[config.mk]
export PLATFORM = sky130hd
export DESIGN_NAME = parallel_assembler
export DESIGN_NICKNAME = d
export VERILOG_FILES = /design/src/rtl/parallel_assembler_pkg.sv /design/src/rtl/asm_out_stage.sv /design/src/rtl/parallel_assembler.sv
export SDC_FILE = /design/constraint.sdc
export NUM_CORES = 1
export LEC_CHECK = 0
export ABC_AREA = 1
export CAP_MARGIN = 20
export CORE_MARGIN = 5
export CORE_UTILIZATION = 36
export CTS_CLUSTER_DIAMETER = 50
export CTS_CLUSTER_SIZE = 28
export DETAILED_ROUTE_END_ITERATION = 7
export PLACE_DENSITY = 0.58
export SLEW_MARGIN = 20
export SYNTH_ARGS = -nofsm -noshare
export SYNTH_HDL_FRONTEND = slang
export SYNTH_SLANG_ARGS = --single-unit
[constraint.sdc]
create_clock -name mclk -period 2.9 [get_ports mclk]
set_clock_uncertainty 0.1 [all_clocks]
set_input_delay 0.725 -clock mclk [delete_from_list [all_inputs] [get_ports mclk]]
set_output_delay 0.725 -clock mclk [all_outputs]
set_load 0.02 [all_outputs]
[src/rtl/parallel_assembler_pkg.sv]
// Shared types and helpers for the byte-to-word assembler.
// Holds the fill/hold state encoding and lane geometry helpers.
package parallel_assembler_pkg;

    typedef enum logic [0:0] {
        FILL = 1'b0,
        HOLD = 1'b1
    } asm_state_e;

    function automatic int idx_width(input int n);
        return (n < 2) ? 1 : $clog2(n);
    endfunction

    function automatic int lane_lo(input int lane, input int dw);
        return lane * dw;
    endfunction

endpackage

[src/rtl/asm_out_stage.sv]
// Valid/ready holding register for completed frames.
// A new frame may be loaded whenever the current one is absent or being taken.
module asm_out_stage
    import parallel_assembler_pkg::*;
#(
    parameter int WIDTH = 120
) (
    input  logic             mclk,
    input  logic             reset,
    input  logic             load,
    input  logic [WIDTH-1:0] load_data,
    input  logic             bus_ready,
    output logic [WIDTH-1:0] bus_out,
    output logic             bus_valid,
    output logic             out_free
);

    logic [WIDTH-1:0] r_data;
    logic             r_valid;

    assign out_free  = !r_valid | bus_ready;
    assign bus_out   = r_data;
    assign bus_valid = r_valid;

    // Frame register: load takes precedence, otherwise a completed handshake empties it.
    always_ff @(posedge mclk or negedge reset) begin
        if (!reset) begin
            r_data  <= {WIDTH{1'b0}};
            r_valid <= 1'b0;
        end else if (load) begin
            r_data  <= load_data;
            r_valid <= 1'b1;
        end else if (r_valid && bus_ready) begin
            r_valid <= 1'b0;
        end else begin
            r_valid <= r_valid;
        end
    end

endmodule

[src/rtl/parallel_assembler.sv]
// Collects DW-bit lanes into an NBYTES-lane frame and hands complete frames
// to a valid/ready output stage; one extra frame can be parked while the consumer stalls.
module parallel_assembler
    import parallel_assembler_pkg::*;
#(
    parameter  int NBYTES = 15,
    parameter  int DW     = 8,
    localparam int IDXW   = idx_width(NBYTES)
) (
    input  logic                 mclk,
    input  logic                 reset,
    input  logic                 wr,
    input  logic [DW-1:0]        data_in,
    input  logic [IDXW-1:0]      use_dw,
    input  logic                 auto_inc,
    input  logic                 last,
    input  logic                 clr,
    output logic                 wr_ready,
    output logic [NBYTES*DW-1:0] bus_out,
    output logic                 bus_valid,
    input  logic                 bus_ready,
    output logic [IDXW:0]        byte_cnt,
    output logic                 overrun
);

    localparam int             FW        = NBYTES * DW;
    localparam logic [IDXW:0]  NB_EXT    = (IDXW+1)'(NBYTES);
    localparam logic [IDXW-1:0] LAST_IDX = IDXW'(NBYTES - 1);

    asm_state_e      r_state;
    logic [FW-1:0]   r_fill;
    logic [IDXW-1:0] r_ptr;
    logic [IDXW:0]   r_cnt;
    logic            r_overrun;

    logic [IDXW-1:0] w_lane;
    logic            w_addr_bad;
    logic            w_accept;
    logic            w_commit;
    logic            w_out_free;
    logic            w_load;
    logic [FW-1:0]   w_fill_merged;
    logic [FW-1:0]   w_load_data;
    logic [IDXW:0]   w_cnt_next;

    assign wr_ready = (r_state == FILL);
    assign byte_cnt = r_cnt;
    assign overrun  = r_overrun;

    // Write decode: lane selection, range check, commit detection and output load.
    always_comb begin
        w_lane      = auto_inc ? r_ptr : use_dw;
        w_addr_bad  = !auto_inc && ({1'b0, use_dw} >= NB_EXT);
        w_accept    = (r_state == FILL) && wr && !clr && !w_addr_bad;
        w_commit    = w_accept && (last || (auto_inc && (r_ptr == LAST_IDX)));
        w_cnt_next  = (r_cnt == NB_EXT) ? r_cnt : r_cnt + (IDXW+1)'(1);
        if (r_state == HOLD) begin
            w_load      = !clr && w_out_free;
            w_load_data = r_fill;
        end else begin
            w_load      = w_commit && w_out_free;
            w_load_data = w_fill_merged;
        end
    end

    // Fill buffer with the current write folded in, so a committing lane reaches the output directly.
    always_comb begin
        w_fill_merged = r_fill;
        for (int k = 0; k < NBYTES; k++) begin
            if (w_lane == IDXW'(k)) begin
                w_fill_merged[lane_lo(k, DW) +: DW] = data_in;
            end else begin
                w_fill_merged[lane_lo(k, DW) +: DW] = r_fill[lane_lo(k, DW) +: DW];
            end
        end
    end

    // Fill/hold sequencing, pointer, count and sticky error flag.
    always_ff @(posedge mclk or negedge reset) begin
        if (!reset) begin
            r_state   <= FILL;
            r_fill    <= {FW{1'b0}};
            r_ptr     <= {IDXW{1'b0}};
            r_cnt     <= {(IDXW+1){1'b0}};
            r_overrun <= 1'b0;
        end else if (clr) begin
            r_state   <= FILL;
            r_fill    <= {FW{1'b0}};
            r_ptr     <= {IDXW{1'b0}};
            r_cnt     <= {(IDXW+1){1'b0}};
            r_overrun <= 1'b0;
        end else begin
            case (r_state)
                FILL: begin
                    if (wr && w_addr_bad) begin
                        r_overrun <= 1'b1;
                    end else if (w_commit && w_out_free) begin
                        r_fill <= {FW{1'b0}};
                        r_ptr  <= {IDXW{1'b0}};
                        r_cnt  <= {(IDXW+1){1'b0}};
                    end else if (w_commit) begin
                        // Park the finished frame here until the output stage frees up.
                        r_fill  <= w_fill_merged;
                        r_cnt   <= w_cnt_next;
                        r_ptr   <= {IDXW{1'b0}};
                        r_state <= HOLD;
                    end else if (w_accept) begin
                        r_fill <= w_fill_merged;
                        r_cnt  <= w_cnt_next;
                        r_ptr  <= auto_inc ? r_ptr + IDXW'(1) : r_ptr;
                    end else begin
                        r_fill <= r_fill;
                    end
                end
                HOLD: begin
                    if (wr) begin
                        r_overrun <= 1'b1;
                    end else begin
                        r_overrun <= r_overrun;
                    end
                    if (w_out_free) begin
                        r_fill  <= {FW{1'b0}};
                        r_ptr   <= {IDXW{1'b0}};
                        r_cnt   <= {(IDXW+1){1'b0}};
                        r_state <= FILL;
                    end else begin
                        r_state <= HOLD;
                    end
                end
                default: begin
                    r_state <= FILL;
                end
            endcase
        end
    end

    asm_out_stage #(
        .WIDTH(FW)
    ) u_out (
        .mclk      (mclk),
        .reset     (reset),
        .load      (w_load),
        .load_data (w_load_data),
        .bus_ready (bus_ready),
        .bus_out   (bus_out),
        .bus_valid (bus_valid),
        .out_free  (w_out_free)
    );

endmodule
# Word level (Yosys, flattened, before mapping)
# Index checks and enable logic that the tools add are counted.
dict set report word_totals {
  output_inout_bits 128
  word_cells 107
  memories 0
  latch_bits 0
  ramBits 0
  input_bits 19
  mem_bits_ro 0
  regBits 252
}
dict set report op_classes {
  n_mul 0
  n_addsub 2
  shifts 0
  bitwise_logic 2
  order_cmp 1
  muxes 53
  n_eq_ne 22
  reduce_logical 20
  n_div 0
}
# op count
set op_table {}
lappend op_table {{$mux W120} 7}
lappend op_table {{$pmux W120 S2} 1}
lappend op_table {{$mux W8} 15}
lappend op_table {{$mux W5} 7}
lappend op_table {{$eq A4 B4 Y1 const B} 8}
lappend op_table {{$mux W4} 8}
lappend op_table {{$eq A4 B3 Y1 const B} 4}
lappend op_table {{$mux W1} 11}
lappend op_table {{$logic_and A1 B1 Y1} 10}
lappend op_table {{$pmux W5 S2} 1}
lappend op_table {{$eq A4 B2 Y1 const B} 2}
lappend op_table {{$pmux W4 S2} 1}
lappend op_table {{$ne A3 B2 Y1 const B} 2}
lappend op_table {{$ne A3 B3 Y1 const B} 2}
lappend op_table {{$add A5 B1 Y5 const B} 1}
lappend op_table {{$eq A5 B4 Y1 const B} 1}
lappend op_table {{$ne A5 B2 Y1 const B} 1}
lappend op_table {{$ne A5 B3 Y1 const B} 1}
lappend op_table {{$add A4 B1 Y4 const B} 1}
lappend op_table {{$eq A4 B1 Y1 const B} 1}
lappend op_table {{$ge A4 B4 Y1 const B} 1}
lappend op_table {{$logic_not A1 Y1} 4}
lappend op_table {{$logic_not A4 Y1} 1}
lappend op_table {{$pmux W1 S2} 2}
lappend op_table {{7 further kinds} 7}

# Longest topological paths before layout
dict set report logic_depth {
  word_depth 10
  mapped_depth 12
  mapped_depth_nobuf 11
}

# By module
# A second synthesis with hierarchy kept.
dict set report hier_totals {
  cells_unflattened 2016
  hier_area_um2 13395.3
}
# module instances area_per_inst_um2 seq_area_each_um2 cells_each
set by_module_without_submodules {}
lappend by_module_without_submodules {parallel_assembler 1 8848.5 3278.1 1505}
lappend by_module_without_submodules {asm_out_stage 1 4546.9 3027.9 511}

# Least setup slack after synthesis
# OpenSTA, ideal clock, no wires.
dict set report synth_path {
  kind {register to output}
  startpoint {register r_state}
  endpoint {output wr_ready}
  setup_slack_ns 0.838
  t_arrival_ns 1.237
  required_ns 2.075
  stages_incl_launch_ff 5
  path_cell_list {dfrtp_1 > buf_6 > clkinv_1 > clkbuf_1 > clkbuf_1}
}
dict set report synth_between {
  elab_chain_len 1
}
# item line_no
set synth_rtl {}
lappend synth_rtl {{from (decl)} parallel_assembler.sv:30} ;# asm_state_e r_state;
lappend synth_rtl {{from (signal assigned)} parallel_assembler.sv:81} ;# r_state <= FILL;
lappend synth_rtl {{from (signal assigned)} parallel_assembler.sv:87} ;# r_state <= FILL;
lappend synth_rtl {{from (signal assigned)} parallel_assembler.sv:106} ;# r_state <= HOLD;
lappend synth_rtl {{$not A1 Y1} --}
lappend synth_rtl {{to (decl)} parallel_assembler.sv:18} ;# output logic wr_ready,
# Every way passes these cells.

# Final worst setup path
# Ends and elaborated chain as after synthesis.

==> results.sh <==
export IMPL_cellPowerDensity_nw_per_um2=659
export IMPL_seq_area_frac_synth_pct=47.7
export IMPL_io_pins=147
export IMPL_p_leak_uw=0.00860
export IMPL_postRouteAntennaNets=0
export IMPL_path_max_fanout=4
export IMPL_antenna_cells=0
export IMPL_worst_slew_pin_slew_ps=1020
export IMPL_worst_path_buf_inv=2
export IMPL_cts_setup_buffers=0
export IMPL_synth_cell_type_count=31
export IMPL_max_cap_viol_count=0
export IMPL_gp_congestion=0.787
export IMPL_synthCells=1856
export IMPL_clockBufferDepth=3
export IMPL_final_area_um2=16700
export IMPL_timing_rr_end="r_fill[42]$_DFFE_PN0P_"
export IMPL_clock_sinks=252
export IMPL_critPathMaxStageDelay_ps=600
export IMPL_r2r_slack_ps=720
export IMPL_grt_overflow=0
export IMPL_wl_per_cell_um=16.0
export IMPL_grt_pass1_vias=12128
export IMPL_rows=70
export IMPL_hp_class="in2async"
export IMPL_vias=12231
export IMPL_rsz0062_at_grt="false"
export IMPL_area_growth_pct=26.2
export IMPL_worstRegToRegCells=6
export IMPL_synth_fp_nets=1879
export IMPL_max_freq_ghz=0.393
export IMPL_p_clk_share_pct=42.1
export IMPL_arrival_ps=1720
export IMPL_cp_end_kind="primary output"
export IMPL_cp_slowest_cell="clkdlybuf4s50_1"
export IMPL_clk_root_buffer_cell="clkbuf_16"
export IMPL_syn_cell_area_um2=13200
export IMPL_die_w_um=202
export IMPL_totalWireLength_um=39700
export IMPL_clk_insertion_delay_late_ps=510
export IMPL_finalSetupTns_ps=0
export IMPL_nets=2013
export IMPL_crit_type="reg2out"
export IMPL_setup_worst_path_start_class="flip-flop"
export IMPL_mostFrequentLayoutCells="nand2_1 (887), dfrtp_1 (251), nand3_1 (248), clkdlybuf4s50_1 (145), inv_1 (143)"
export IMPL_core_area_um2=36400
export IMPL_seqPwrFrac_pct=37.8
export IMPL_grt_pass1_wl_um=65000
export IMPL_drc=0
export IMPL_antenna_found_initial=0
export IMPL_period_minus_slack_ps=2540
export IMPL_switching_share_pct=30.3
export IMPL_irDropWorstVdd_uv=425
export IMPL_grt_usage_pct=19.2
export IMPL_place_ws_ps=-125
export IMPL_syn_avg_cell_area_um2=7.12
export IMPL_drt_iter0_markers=1005
export IMPL_yosysWarnings=0
export IMPL_critPathLaunch="r_state$_DFF_PN0_"
export IMPL_dp_hpwl_um=24500
export IMPL_holdWs_ps=5.38
export IMPL_io_buffers=146
export IMPL_place_area_um2=15400
export IMPL_cts_clk_slew_worst_paths_ps=60
export IMPL_drive_gt1_share_pct=7.54
export IMPL_netSwitchingPower_uw=3330
export IMPL_die_area_um2=40600
export IMPL_crit_chain="inv_4 -> clkdlybuf4s50_1"
export IMPL_grt_max_degree=90
export IMPL_ys_ff_latch=252
export IMPL_r2r_start="r_state$_DFF_PN0_"
export IMPL_mostFrequentLayoutCell="nand2_1"
export IMPL_cts_buffers=36
export IMPL_p_int_uw=7660
export IMPL_holdBufCountCts=0
export IMPL_h_tree_depth=2
export IMPL_cts_tree="done"
export IMPL_drt_first_pass_iters=5
export IMPL_crit_required_ps=2080
export IMPL_cp_top_family="buffers and inverters"
export IMPL_die_h_um=202
export IMPL_report_final_hold_viol_count=0
export IMPL_relSlewSlack_pct=31.9
export IMPL_combPwrFrac_pct=20.1
export IMPL_start_util_pct=36.3
export IMPL_drv_slew=0
export IMPL_outcome="completed"
export IMPL_cts_resized=0
export IMPL_vias_per_cell=4.92
export IMPL_setup_ws_ps=357
export IMPL_post_route_period_util_pct=87.7
export IMPL_setup_violations=0
==> synth_stat cells <==
master      n  share of area (%)
a211oi_1    1              0.057
a21boi_4    1               0.14
a21oi_1     2              0.076
and3_1      1              0.047
buf_1       2              0.057
buf_2      43                1.6
buf_4      18                1.0
buf_6      12                1.0
clkbuf_1   36                1.0
clkinv_1    1              0.028
dfrtp_1   252                 48
ha_1        4               0.38
inv_1     143                4.1
inv_2       5               0.14
inv_4       1              0.047
nand2_1   888                 25
nand2_2     3               0.14
nand2_4     2               0.17
nand3_1   248                9.4
nand3_2     2               0.15
nand3b_1    1              0.057
nand4_1     3               0.14
nor2_1     46                1.3
nor2_2      2              0.095
nor2_4      7               0.60
nor2_8      1               0.15
o21ai_0     6               0.23
o21ai_1   120                4.5
o21bai_2    1              0.085
o31ai_1     1              0.057
xor2_1      3               0.20
==> area by class of cell <==
| class | count | area (µm²) |
|---|---|---|
| Timing Repair Buffer | 207 | 2210 |
| Tap cell | 468 | 586 |
| Fill cell | 3622 | 19800 |
| Clock inverter | 23 | 305 |
| Inverter | 150 | 571 |
| Clock buffer | 41 | 961 |
| Sequential cell | 252 | 6310 |
| Multi-Input combinational cell | 1343 | 5730 |
==> through the flow <==
stage | cells | total power, µW | util [%]
CTS | 2484 | 11200 | 45.8
global placement | 2420 | 6430 | 42.3
floorplan | 1856 | 5360 | -
detailed placement | 2420 | 6450 | 42.3
finish | 2484 | 11000 | 45.8
global route | 2484 | 11500 | 45.8
==> per-layer routing <==
metal,wire (µm),global-route usage [%]
met1,18300,26.3
met2,18500,32.2
met3,2100,3.03
met4,787,4.47
met5,0,0
==> kinds of logic after synthesis <==
kind of cell,Yosys count,synth area share (%)
compound gates,132,5.19
xor+xnor,3,0.199
fa+ha+maj,4,0.379
buf+inv,261,9.03
flops,252,47.7
simple gates,1204,37.5
==> worst max-delay path by stage <==
stage	to	slack (ps)	cells past startpoint
2_1_floorplan	wr_ready	840	4
3_3_place_gp	u_out.bus_out[112]$_DFFE_PN0P_	-90	12
3_5_place_dp	u_out.bus_out[48]$_DFFE_PN0P_	-120	12
4_1_cts	wr_ready	320	2
5_1_grt	u_out.bus_out[79]$_DFFE_PN0P_	110	11
6_report	wr_ready	360	2
==> state kept, by name (all words and copies together), names as in the netlist <==
name and flops:
r_state 1, u_out.bus_valid 1, u_out.bus_out 120, r_fill 120
byte_cnt 5, r_ptr 4, overrun 1
==> power by group through the flow <==
stage	clock (µW)	combinational, µW	sequential (µW)
after floorplan	0	878	4480
after global placement	0	2210	4210
after detailed placement	0	2240	4210
after CTS	4740	2250	4160
after global routing	4880	2440	4200
final	4620	2210	4160
(Power assumes the default switching activity.)
